===== config.mk =====
export PLATFORM = sky130hd
export DESIGN_NAME = kim_fifo_sync
export DESIGN_NICKNAME = d
export VERILOG_FILES = /design/src/rtl/kim_fifo_pkg.sv /design/src/rtl/kim_fifo_ptr.sv /design/src/rtl/kim_fifo_sync.sv
export SDC_FILE = /design/constraint.sdc
export NUM_CORES = 1
export LEC_CHECK = 0
export ABC_AREA = 0
export CORE_ASPECT_RATIO = 1.4
export CORE_MARGIN = 3
export CORE_UTILIZATION = 50
export CTS_CLUSTER_DIAMETER = 150
export DETAILED_ROUTE_END_ITERATION = 8
export PLACE_DENSITY_LB_ADDON = 0.3
export SLEW_MARGIN = 20
export SYNTH_ARGS = -nofsm -noshare
export SYNTH_HDL_FRONTEND = slang
export SYNTH_HIERARCHICAL = 1
export SYNTH_SLANG_ARGS = --single-unit

===== constraint.sdc =====
create_clock -name clk -period 3.6 [get_ports clk]
set_input_delay 0.36 -clock clk [delete_from_list [all_inputs] [get_ports clk]]
set_output_delay 0.36 -clock clk [all_outputs]
set_load 0.02 [all_outputs]

===== src/rtl/kim_fifo_pkg.sv =====
// rtl/kim_fifo_pkg.sv - shared constants and helpers for the kim_fifo_sync FIFO
package kim_fifo_pkg;

    localparam int DEF_DATA_WIDTH = 32;
    localparam int DEF_DEPTH      = 16;

    function automatic int clog2(input int value);
        int result;
        result = 0;
        while ((1 << result) < value) begin
            result = result + 1;
        end
        return result;
    endfunction

    // Occupancy needs one extra bit so that DEPTH itself is representable.
    function automatic int cnt_width(input int log2_depth);
        return log2_depth + 1;
    endfunction

endpackage


===== src/rtl/kim_fifo_ptr.sv =====
// rtl/kim_fifo_ptr.sv - FIFO pointer with wrap bit; wraps at DEPTH-1 for any DEPTH
module kim_fifo_ptr
    import kim_fifo_pkg::*;
#(
    parameter int DEPTH      = DEF_DEPTH,
    parameter int LOG2_DEPTH = clog2(DEF_DEPTH)
) (
    input  logic                  i_clk,
    input  logic                  i_rst,
    input  logic                  i_flush,
    input  logic                  i_inc,
    output logic [LOG2_DEPTH-1:0] o_ptr,
    output logic                  o_wrap
);

    localparam logic [LOG2_DEPTH-1:0] LAST = LOG2_DEPTH'(DEPTH - 1);

    logic [LOG2_DEPTH-1:0] r_ptr;
    logic                  r_wrap;

    always_ff @(posedge i_clk) begin
        if (i_rst || i_flush) begin
            r_ptr  <= '0;
            r_wrap <= 1'b0;
        end else if (i_inc) begin
            if (r_ptr == LAST) begin
                r_ptr  <= '0;
                r_wrap <= ~r_wrap;
            end else begin
                r_ptr <= r_ptr + 1'b1;
            end
        end
    end

    assign o_ptr  = r_ptr;
    assign o_wrap = r_wrap;

endmodule


===== src/rtl/kim_fifo_sync.sv =====
// rtl/kim_fifo_sync.sv - single-clock FWFT FIFO with handshakes, thresholds and flush
// Define KIM_FIFO_ERR_FLAG_EN to build the sticky ovf_err/udf_err flags.
module kim_fifo_sync
    import kim_fifo_pkg::*;
#(
    parameter int DATA_WIDTH = DEF_DATA_WIDTH,
    parameter int DEPTH      = DEF_DEPTH,
    parameter int LOG2_DEPTH = clog2(DEF_DEPTH),
    parameter int AFULL_TH   = 12,
    parameter int AEMPTY_TH  = 4
) (
    input  logic                  clk,
    input  logic                  rst,
    input  logic                  flush,
    input  logic                  s_valid,
    output logic                  s_ready,
    input  logic [DATA_WIDTH-1:0] s_data,
    output logic                  m_valid,
    input  logic                  m_ready,
    output logic [DATA_WIDTH-1:0] m_data,
    output logic [LOG2_DEPTH:0]   count,
    output logic                  full,
    output logic                  empty,
    output logic                  almost_full,
    output logic                  almost_empty,
    output logic                  ovf_err,
    output logic                  udf_err
);

    localparam int CNT_W = cnt_width(LOG2_DEPTH);

    logic [DATA_WIDTH-1:0] r_mem [DEPTH];
    logic [CNT_W-1:0]      r_count;

    logic [LOG2_DEPTH-1:0] w_wr_ptr;
    logic [LOG2_DEPTH-1:0] w_rd_ptr;
    logic                  w_wr_wrap;
    logic                  w_rd_wrap;
    logic                  w_full;
    logic                  w_empty;
    logic                  w_wr_fire;
    logic                  w_rd_fire;

    assign w_full  = (w_wr_ptr == w_rd_ptr) && (w_wr_wrap != w_rd_wrap);
    assign w_empty = (w_wr_ptr == w_rd_ptr) && (w_wr_wrap == w_rd_wrap);

    // Flush suppresses both fires so a concurrent write never lands in storage.
    assign w_wr_fire = s_valid && !w_full && !flush;
    assign w_rd_fire = m_ready && !w_empty && !flush;

    kim_fifo_ptr #(
        .DEPTH      (DEPTH),
        .LOG2_DEPTH (LOG2_DEPTH)
    ) u_wr_ptr (
        .i_clk   (clk),
        .i_rst   (rst),
        .i_flush (flush),
        .i_inc   (w_wr_fire),
        .o_ptr   (w_wr_ptr),
        .o_wrap  (w_wr_wrap)
    );

    kim_fifo_ptr #(
        .DEPTH      (DEPTH),
        .LOG2_DEPTH (LOG2_DEPTH)
    ) u_rd_ptr (
        .i_clk   (clk),
        .i_rst   (rst),
        .i_flush (flush),
        .i_inc   (w_rd_fire),
        .o_ptr   (w_rd_ptr),
        .o_wrap  (w_rd_wrap)
    );

    always_ff @(posedge clk) begin
        if (rst) begin
            for (int i = 0; i < DEPTH; i++) begin
                r_mem[i] <= '0;
            end
        end else if (w_wr_fire) begin
            r_mem[w_wr_ptr] <= s_data;
        end
    end

    always_ff @(posedge clk) begin
        if (rst || flush) begin
            r_count <= '0;
        end else if (w_wr_fire && !w_rd_fire) begin
            r_count <= r_count + 1'b1;
        end else if (w_rd_fire && !w_wr_fire) begin
            r_count <= r_count - 1'b1;
        end
    end

`ifdef KIM_FIFO_ERR_FLAG_EN
    logic r_ovf_err;
    logic r_udf_err;

    always_ff @(posedge clk) begin
        if (rst || flush) begin
            r_ovf_err <= 1'b0;
            r_udf_err <= 1'b0;
        end else begin
            if (s_valid && w_full) begin
                r_ovf_err <= 1'b1;
            end
            if (m_ready && w_empty) begin
                r_udf_err <= 1'b1;
            end
        end
    end

    assign ovf_err = r_ovf_err;
    assign udf_err = r_udf_err;
`else
    assign ovf_err = 1'b0;
    assign udf_err = 1'b0;
`endif

    assign s_ready      = ~w_full;
    assign m_valid      = ~w_empty;
    assign m_data       = r_mem[w_rd_ptr];
    assign count        = r_count;
    assign full         = w_full;
    assign empty        = w_empty;
    assign almost_full  = (r_count >= CNT_W'(AFULL_TH));
    assign almost_empty = (r_count <= CNT_W'(AEMPTY_TH));

endmodule


After elaboration in Yosys (flattened, before gate mapping)
Memories as Yosys holds them, arrays and structs flattened. A register that Yosys moved wholly into a read port is not among the register bits.
Cells that the tools add are included.
{ "totals": {"reg_bits": 15, "ramBits": 512, "in_bits": 37, "output_inout_bits": 45, "wordCells": 53, "mem_count": 1} }
{ "memory_table": {"columns": ["name", "words", "word_bits", "rd", "rd_clocked_by_memory_dff", "wr", "line_no", "source"], "rows": [
  ["r_mem", 16, 32, 1, 1, 16, "kim_fifo_sync.sv:32", "logic [DATA_WIDTH-1:0] r_mem [DEPTH];"]
]} }
{ "op_classes": {"addsub": 4, "order_cmp": 2, "eq_ne": 5, "muxes": 14, "bitwise_logic": 4, "n_reduce_logical": 18} }
{ "ops": {"columns": ["op", "n"], "rows": [
  ["$mux 32", 1],
  ["$reduce_or 32->1", 1],
  ["$mux 4", 5],
  ["$mux 5", 2],
  ["$add 4x1->4 const B", 2],
  ["$eq 4x4->1 const B", 2],
  ["$logic_and 1x1->1", 8],
  ["$mux 1", 6],
  ["$add 5x1->5 const B", 1],
  ["$ge 5x4->1 const B", 1],
  ["$le 5x3->1 const B", 1],
  ["$logic_not 1->1", 5],
  ["$sub 5x1->5 const B", 1],
  ["$eq 4x4->1", 1],
  ["$not 1->1", 4],
  ["$reduce_and 2->1", 2],
  ["$reduce_bool 2->1", 1],
  ["$eq 1x1->1", 1],
  ["$logic_or 1x1->1", 1],
  ["$ne 1x1->1", 1]
]} }

Depth between registers and ports, before layout
Gate-level depths: netlist of run 1.
{ "depth": {"ltp_word": 10, "depth_mapped": 15, "ltp_nobuf": 12} }

Cells and area by module
The synthesis of run 1 kept the hierarchy.
{ "by_module_without_submodules": {"columns": ["module", "n_inst", "cells_each", "area_each_um2", "seq_area_each_um2"], "rows": [
  ["kim_fifo_sync", 1, 1592, 23122.2, 15474.8],
  ["kim_fifo_ptr", 2, 24, 232.7, 100.1]
]} }

Worst setup path after synthesis of run 1
OpenSTA, ideal clock, no wires.
{ "synth_path": {"kind": "flip-flop to flip-flop", "startpoint": "reg u_rd_ptr.r_ptr[2] (netlist: u_rd_ptr/o_ptr[2])", "endpoint": "reg r_count[4] (netlist: count[4])", "setup_ns": 0.057, "arrival_time_ns": 3.272, "required_ns": 3.543, "setup_slack_ns": 0.271, "stages_incl_launch_ff": 16, "path_buffers": 3, "period_less_slack_ns": 3.329, "cell_sequence": "dfxtp_1 > buf_2 > xnor2_1 > nand4_1 > buf_6 > nand2b_1 > buf_4 > inv_1 > nor3b_1 > ha_1 > inv_1 > ha_1 > a21oi_1 > a211o_1 > a211oi_1 > a31o_2"} }
{ "synth_between": {"elab_chain_cells": 8, "elab_cells_between_ends": 15, "classes_between": "1 x eq/ne; 1 x mux; 13 x reduce/logical"} }
{ "synth_rtl": {"columns": ["item", "line_no", "source"], "rows": [
  ["start, declared", "kim_fifo_ptr.sv:18", "logic [LOG2_DEPTH-1:0] r_ptr;"],
  ["start signal, assigned", "kim_fifo_ptr.sv:30", "r_ptr <= r_ptr + 1'b1;"],
  ["$eq 4x4->1 *", "kim_fifo_sync.sv:44", "assign w_full = (w_wr_ptr == w_rd_ptr) && (w_wr_wrap != w_rd_wrap);"],
  ["$logic_and 1x1->1 *", "kim_fifo_sync.sv:44", null],
  ["via full", "kim_fifo_sync.sv:22", "output logic full,"],
  ["$logic_not 1->1 *", "kim_fifo_sync.sv:48", "assign w_wr_fire = s_valid && !w_full && !flush;"],
  ["$logic_and 1x1->1 * (2 in series)", "kim_fifo_sync.sv:48", null],
  ["via w_wr_fire", "kim_fifo_sync.sv:41", "logic w_wr_fire;"],
  ["$logic_not 1->1", "kim_fifo_sync.sv:90", "end else if (w_rd_fire && !w_wr_fire) begin"],
  ["$logic_and 1x1->1", "kim_fifo_sync.sv:90", null],
  ["$reduce_bool 2->1 (no source line)", null, null],
  ["end signal, assigned", "kim_fifo_sync.sv:89", "r_count <= r_count + 1'b1;"],
  ["end signal, assigned", "kim_fifo_sync.sv:91", "r_count <= r_count - 1'b1;"],
  ["end, declared", "kim_fifo_sync.sv:33", "logic [CNT_W-1:0] r_count;"]
]} }
Mark *: on every way through the listed nets, which the timed path passes. The rest lies on a longest branch.
A chain may end at the register's enable or synchronous reset.

==> flow_metrics.tcl, run 1 <==
set metrics [dict create \
    status "finished, final reports clean" \
    drive_gt1_share_pct 18.7 \
    start_util_pct 50.9 \
    cp_max_fo 35 \
    powerDensity_nw_per_um2 480 \
    yosysTopAreaCell "edfxtp_1" \
    fp.dieW_um 190 \
    ys.flop_type "edfxtp_1" \
    post-cts-setup-buffer-count 0 \
    path_clk_slew_ns 0.06 \
    critPathSlowestCell "dfxtp_4" \
    row_count 93 \
    vdd_drop_max_v 0.000436 \
    routed_wl_um 60900 \
    skew_ns 0.0219 \
    synth-seq-cells 527 \
    dr.pass1.iters 6 \
    final.setup.tns_ns 0 \
    area_delta_synth_final_pct 12.8 \
    yosys_warnings 6 \
    routabilityCongestion 0.792 \
    vias 14448 \
    relSlewSlack_pct 24.8 \
    slew_violations 0 \
    start_kind "flop" \
    antenna_found_initial 0 \
    dieHeight_um 263 \
    netlist_area_sq_um 23600 \
    tightest_slew_ns 1.13 \
    setup_viol 0 \
    min_period_over_period_pct 95.9 \
    hold_viol 0 \
    cts_tree "built" \
    grt_max_degree 68 \
    fp.dieArea_sq_um 49900 \
    synth_top_area_share_pct 65.2 \
    syn_inst 1640 \
    nets 1747 \
    htreeDepth 2 \
    grt_setup_unrepaired "no" \
    worstSkewPairLatency_ns 0.58 \
    finalCoreUtilization_pct 57.4 \
    hold_class "flop to flop" \
    grt_overflow 0 \
    ant_nets 0 \
    cp_data_arrival_time_ns 3.09 \
    grtUsageTotal_pct 24.6 \
    grt_pass1_wl_um 92200 \
    root_buffer "clkbuf_16" \
    drt_iter0_drc 1621 \
    cts_inserted_buffers 48 \
    fmax_mhz 290 \
    io_pins 82 \
    viasPerCell 6.13 \
    avgSynthCellArea_sq_um 14.4 \
    crit_path_end_kind "output port" \
    antennaDiodeCount 0 \
    first_global_vias 15295 \
    io_buffers 79 \
    fp.coreArea_sq_um 46300 \
    wl_per_cell_um 25.8 \
    leakagePower_nw 8.81 \
    max-cap-violations 0 \
    drc 0 \
    cts_sinks 527 \
    yosysSeqAreaShare_pct 66.5 \
    path_class "flop to output port" \
    dp_hpwl_um 35000 \
    ys_async_sr_fraction_pct 0 \
    fillers 3735 \
    max_stage_delay_ns 0.57 \
    finalCriticalPeriod_ns 3.45 \
    synth_edf_count 512 \
    worstPathRequired_ns 3.24 \
    synth_area_leaders "edfxtp_1 65%, mux4_2 12%, nor2_1 8.1%" \
    path_cells "buf_12 > mux4_2 > a22oi_1 > nand2_1 > clkdlybuf4s50_1" \
    clockBufferDepth 3 \
    ys_types 48 \
]
-- worst paths after layout --
kind | startpoint | to | slack, ns | cells past startpoint
max | u_rd_ptr/o_ptr[0]$_SDFFE_PP0P_ | m_data[23] | 0.15 | 5
min | count[3]$_SDFFE_PP0P_ | count[3]$_SDFFE_PP0P_ | 0.57 | 2
min reg2reg | count[3]$_SDFFE_PP0P_ | count[3]$_SDFFE_PP0P_ | 0.57 | 2
max reg2reg | u_rd_ptr/o_ptr[0]$_SDFFE_PP0P_ | count[4]$_SDFFE_PP0P_ | 0.71 | 13
-- logic make-up after synthesis --
logic type,count (synthesis),share of synthesized area [%]
and+or+nand+nor,729,13.0
DFF,527,66.5
muxes,132,12.4
buffers and inverters,128,3.22
AOI/OAI and AO/OA,104,4.01
xor gates and xnor gates,12,0.525
adders and majority gates,7,0.403
other,1,0.0159
-- synthesized netlist by cell type, types with 2 or more instances --
| cell type | instances |
|---|---|
| edfxtp_1 | 512 |
| nor2_1 | 512 |
| mux4_2 | 128 |
| nand2_1 | 65 |
| a22oi_1 | 62 |
| buf_2 | 47 |
| clkbuf_1 | 37 |
| nand3_1 | 36 |
| nand2b_1 | 35 |
| or2_2 | 32 |
| buf_6 | 18 |
| a41o_1 | 16 |
| nor3_1 | 16 |
| dfxtp_1 | 15 |
| buf_4 | 9 |
| buf_1 | 8 |
| nor2b_1 | 8 |
| ha_1 | 6 |
| xor2_1 | 6 |
| a21oi_1 | 5 |
| and2_1 | 5 |
| clkbuf_8 | 5 |
| xnor2_1 | 5 |
| a211oi_1 | 4 |
| mux2i_1 | 4 |
| nand2_2 | 4 |
| o2111ai_4 | 4 |
| o211ai_4 | 4 |
| inv_1 | 3 |
| nand3b_1 | 3 |
| nand4_1 | 3 |
| a211oi_2 | 2 |
| a21o_1 | 2 |
| nor3b_1 | 2 |
| o21ai_1 | 2 |
| or2_1 | 2 |
| or3_1 | 2 |
-- per-stage QoR --
step | power [mW] | setup WS [ns] | cell area (sq um) | std cells | hold slack [ns]
6_report | 12.8 | 0.149 | 26600 | 2358 | 0.569
4_1_cts | 12.8 | 0.0965 | 26600 | 2358 | 0.573
2_1_floorplan | 7.46 | 0.271 | 23600 | 1641 | 0.425
5_1_grt | 13.1 | 0.0178 | 26600 | 2358 | 0.585
3_3_place_gp | 7.78 | 0.728 | 25000 | 2270 | 0.558
3_5_place_dp | 7.80 | 0.640 | 25000 | 2270 | 0.563
-- cell usage in the layout (no fill, tap or decap), drive strengths merged, types with 8 or more instances in the layout --
| cell | synthesis | layout |
|---|---|---|
| a22oi | 62 | 62 |
| a41o | 16 | 16 |
| buf | 82 | 58 |
| clkbuf | 43 | 62 |
| clkdlybuf4s50 | 0 | 79 |
| clkinv | 0 | 17 |
| dfxtp | 15 | 15 |
| edfxtp | 512 | 512 |
| mux4 | 128 | 128 |
| nand2 | 69 | 69 |
| nand2b | 35 | 35 |
| nand3 | 36 | 36 |
| nor2 | 513 | 513 |
| nor2b | 8 | 8 |
| nor3 | 16 | 16 |
| or2 | 34 | 34 |
-- what timing repair did --
item,in CTS,in global routing
hold buffers,0,0
resized for setup,0,1
setup endpoints to repair,0,2
-- sequential cells by signal, indices dropped and copies added (netlist names) --
name / flops
u_wr_ptr/o_wrap: 1
count: 5
u_wr_ptr/o_ptr: 4
r_mem: 512
u_rd_ptr/o_ptr: 4
u_rd_ptr/o_wrap: 1
-- layout make-up --
type                    instances  area, sq um  share of cell area (%)
well taps                     617          772                    2.90
flip-flops and latches        527        15700                    59.0
multi-input cells             986         7190                    27.0
repair buffers                137         1370                    5.14
clock buffers                  62         1310                    4.91
inverters                       3         11.3                  0.0423
clock inverters                26          268                    1.01
-- worst max-delay path: cells and delay by family, from the launching register on --
family | cells | cell delay (ns)
buf+inv | 2 | 0.89
flops | 1 | 0.57
mux | 1 | 0.56
compound gates | 1 | 0.39
simple gates | 1 | 0.10
-- power by group --
group | internal, mW | switching [mW] | total (mW)
clock network | 2.86 | 2.26 | 5.12
logic | 0.242 | 0.446 | 0.688
registers | 6.92 | 0.0608 | 6.98
-- per-layer routing --
layer | track usage (%) | share of wire [%] | routed length, um
met1 | 30.1 | 35 | 21500
met2 | 43.7 | 53 | 32200
met3 | 3.44 | 7.3 | 4450
met4 | 10.4 | 4.4 | 2690
met5 | 0 | 0 | 0
Note: power is estimated with default switching activity, not from simulation.
==> run 2, diff against run 1 <==
clock period = 3.4 ns   (was 3.6 ns; I/O delays follow)
==> run 2 against run 1 <==
Effect of this change:
- die area did not move
- cell area rose by 1.4%
- count of clock-buffer cells in the layout down 4
- core utilization up 0.81 points
- largest cell class unchanged
- largest power group unchanged
==> flow_metrics.tcl, run 2 (synthesized netlist as in run 1, its figures left out) <==
set metrics [dict create \
    cp-endpoint "m_data[0]" \
    wl_per_cell_um 25.6 \
    skew_ns 0.0168 \
    crit_path_end_kind "output port" \
    fmax_mhz 308 \
    final_common_cell "edfxtp_1" \
    fp.dieW_um 190 \
    cts_inserted_buffers 49 \
    rr_startpoint "u_rd_ptr/o_ptr[0]$_SDFFE_PP0P_" \
    io_buffers 79 \
    fin_area_sq_um 27000 \
    timing.hold.ws_ns 0.578 \
    ant_nets 0 \
    finalCoreUtilization_pct 58.3 \
    htreeDepth 2 \
    cts_hold_buf 0 \
    viasPerCell 6.08 \
    placed_area_sq_um 25300 \
    crit_start "u_rd_ptr/o_ptr[0]$_SDFFE_PP0P_" \
    routabilityCongestion 0.779 \
    r2r-end "count[4]$_SDFFE_PP0P_" \
    max-cap-violations 0 \
    grt_pass1_wl_um 92400 \
    fp.dieArea_sq_um 49900 \
    drt_iter0_drc 1553 \
    fp.coreArea_sq_um 46300 \
    routed_wl_um 61200 \
    layout_common_cells "512 x edfxtp_1, 511 x nor2_1, 128 x mux4_2" \
    grt_setup_unrepaired "no" \
    area_delta_synth_final_pct 14.4 \
    dieHeight_um 263 \
    hold_viol 0 \
    slew_violations 0 \
    numPlacedInstances 2284 \
    rrSetupSlack_ns 0.65 \
    largest_reg_flops 512 \
    grtUsageTotal_pct 24.7 \
    finalCriticalPeriod_ns 3.24 \
    path_class "flop to output port" \
    row_count 93 \
    clockBufferDepth 3 \
    tightest_slew_ns 1.01 \
    relSlewSlack_pct 32.3 \
    powerDensity_nw_per_um2 495 \
    cp_data_arrival_time_ns 2.90 \
    root_buffer "clkbuf_16" \
    hold_class "flop to flop" \
    dp_hpwl_um 36400 \
    cp_max_fo 39 \
    cts_tree "built" \
    worstSkewPairLatency_ns 0.58 \
    first_global_vias 15237 \
    grt_max_degree 76 \
    drc 0 \
    start_kind "flop" \
    regMostFlops "r_mem" \
    start_util_pct 50.9 \
    antennaDiodeCount 0 \
    drive_gt1_share_pct 20.0 \
    vias 14509 \
    leakagePower_nw 9.02 \
    min_period_over_period_pct 95.4 \
    grt_overflow 0 \
    setup_viol 0 \
    cts_sinks 527 \
    vdd_drop_max_v 0.000595 \
    path_clk_slew_ns 0.06 \
    dr.pass1.iters 5 \
    fin_cells 2386 \
    rr_worst_depth 12 \
    status "finished, final reports clean" \
    io_pins 82 \
    worstPathRequired_ns 3.06 \
    nets 1776 \
    antenna_found_initial 0 \
    final.setup.tns_ns 0 \
]
[run 2: metrics by stage]
step | setup slack [ns] | total power, mW
after floorplan | 0.0708 | 7.89
after global placement | 0.586 | 8.27
after detailed placement | 0.600 | 8.29
after CTS | 0.000518 | 13.4
after global routing | 0.0343 | 13.7
final | 0.156 | 13.4
[run 2: report_power, final]
part / internal (mW) / total [mW] / switching (mW)
logic: 0.287 / 0.768 / 0.482
clock network: 2.84 / 5.20 / 2.36
registers: 7.32 / 7.38 / 0.0615
total: 10.4 / 13.4 / 2.90
[run 2: routing by layer]
layer	vias to the layer above	global-route usage (%)	wire length (um)
met3	151	3.64	4480
met1	7431	30.2	21900
met2	668	43.8	32400
li1	6259	-	-
met4	0	9.92	2360
met5	-	0	0
[run 2: area by class of cell]
class	instances	area [sq um]
Fill cell	3661	19300
Sequential cell	527	15700
Multi-Input combinational cell	986	7190
Timing Repair Buffer	165	1830
Clock buffer	58	1280
Tap cell	617	772
Clock inverter	30	206
Inverter	3	11.3
[run 2: worst min path at each step]
stage | cells past startpoint | startpoint | slack (ns) | end
finish | 2 | count[3]$_SDFFE_PP0P_ | 0.58 | count[3]$_SDFFE_PP0P_
global route | 3 | s_data[31] | 0.59 | r_mem[14][31]$_SDFFCE_PN0P_
CTS | 3 | s_data[6] | 0.57 | r_mem[15][6]$_SDFFCE_PN0P_
detailed placement | 2 | count[3]$_SDFFE_PP0P_ | 0.57 | count[3]$_SDFFE_PP0P_
global placement | 2 | count[3]$_SDFFE_PP0P_ | 0.56 | count[3]$_SDFFE_PP0P_
floorplan | 1 | rst | 0.40 | u_rd_ptr/o_ptr[3]$_SDFFE_PP0P_
[run 2: timing repair]
action | 4_1_cts | 5_1_grt
setup buffers | 0 | 12
resized for setup | 0 | 2
endpoints found under the setup margin | 0 | 22
[run 2: critical path, stage by stage, from the launching register on]
cell             delay, ns
dfxtp_4               0.47
buf_16                0.32
mux4_2                0.55
a22oi_1               0.27
nand2_1               0.15
clkdlybuf4s50_1       0.57
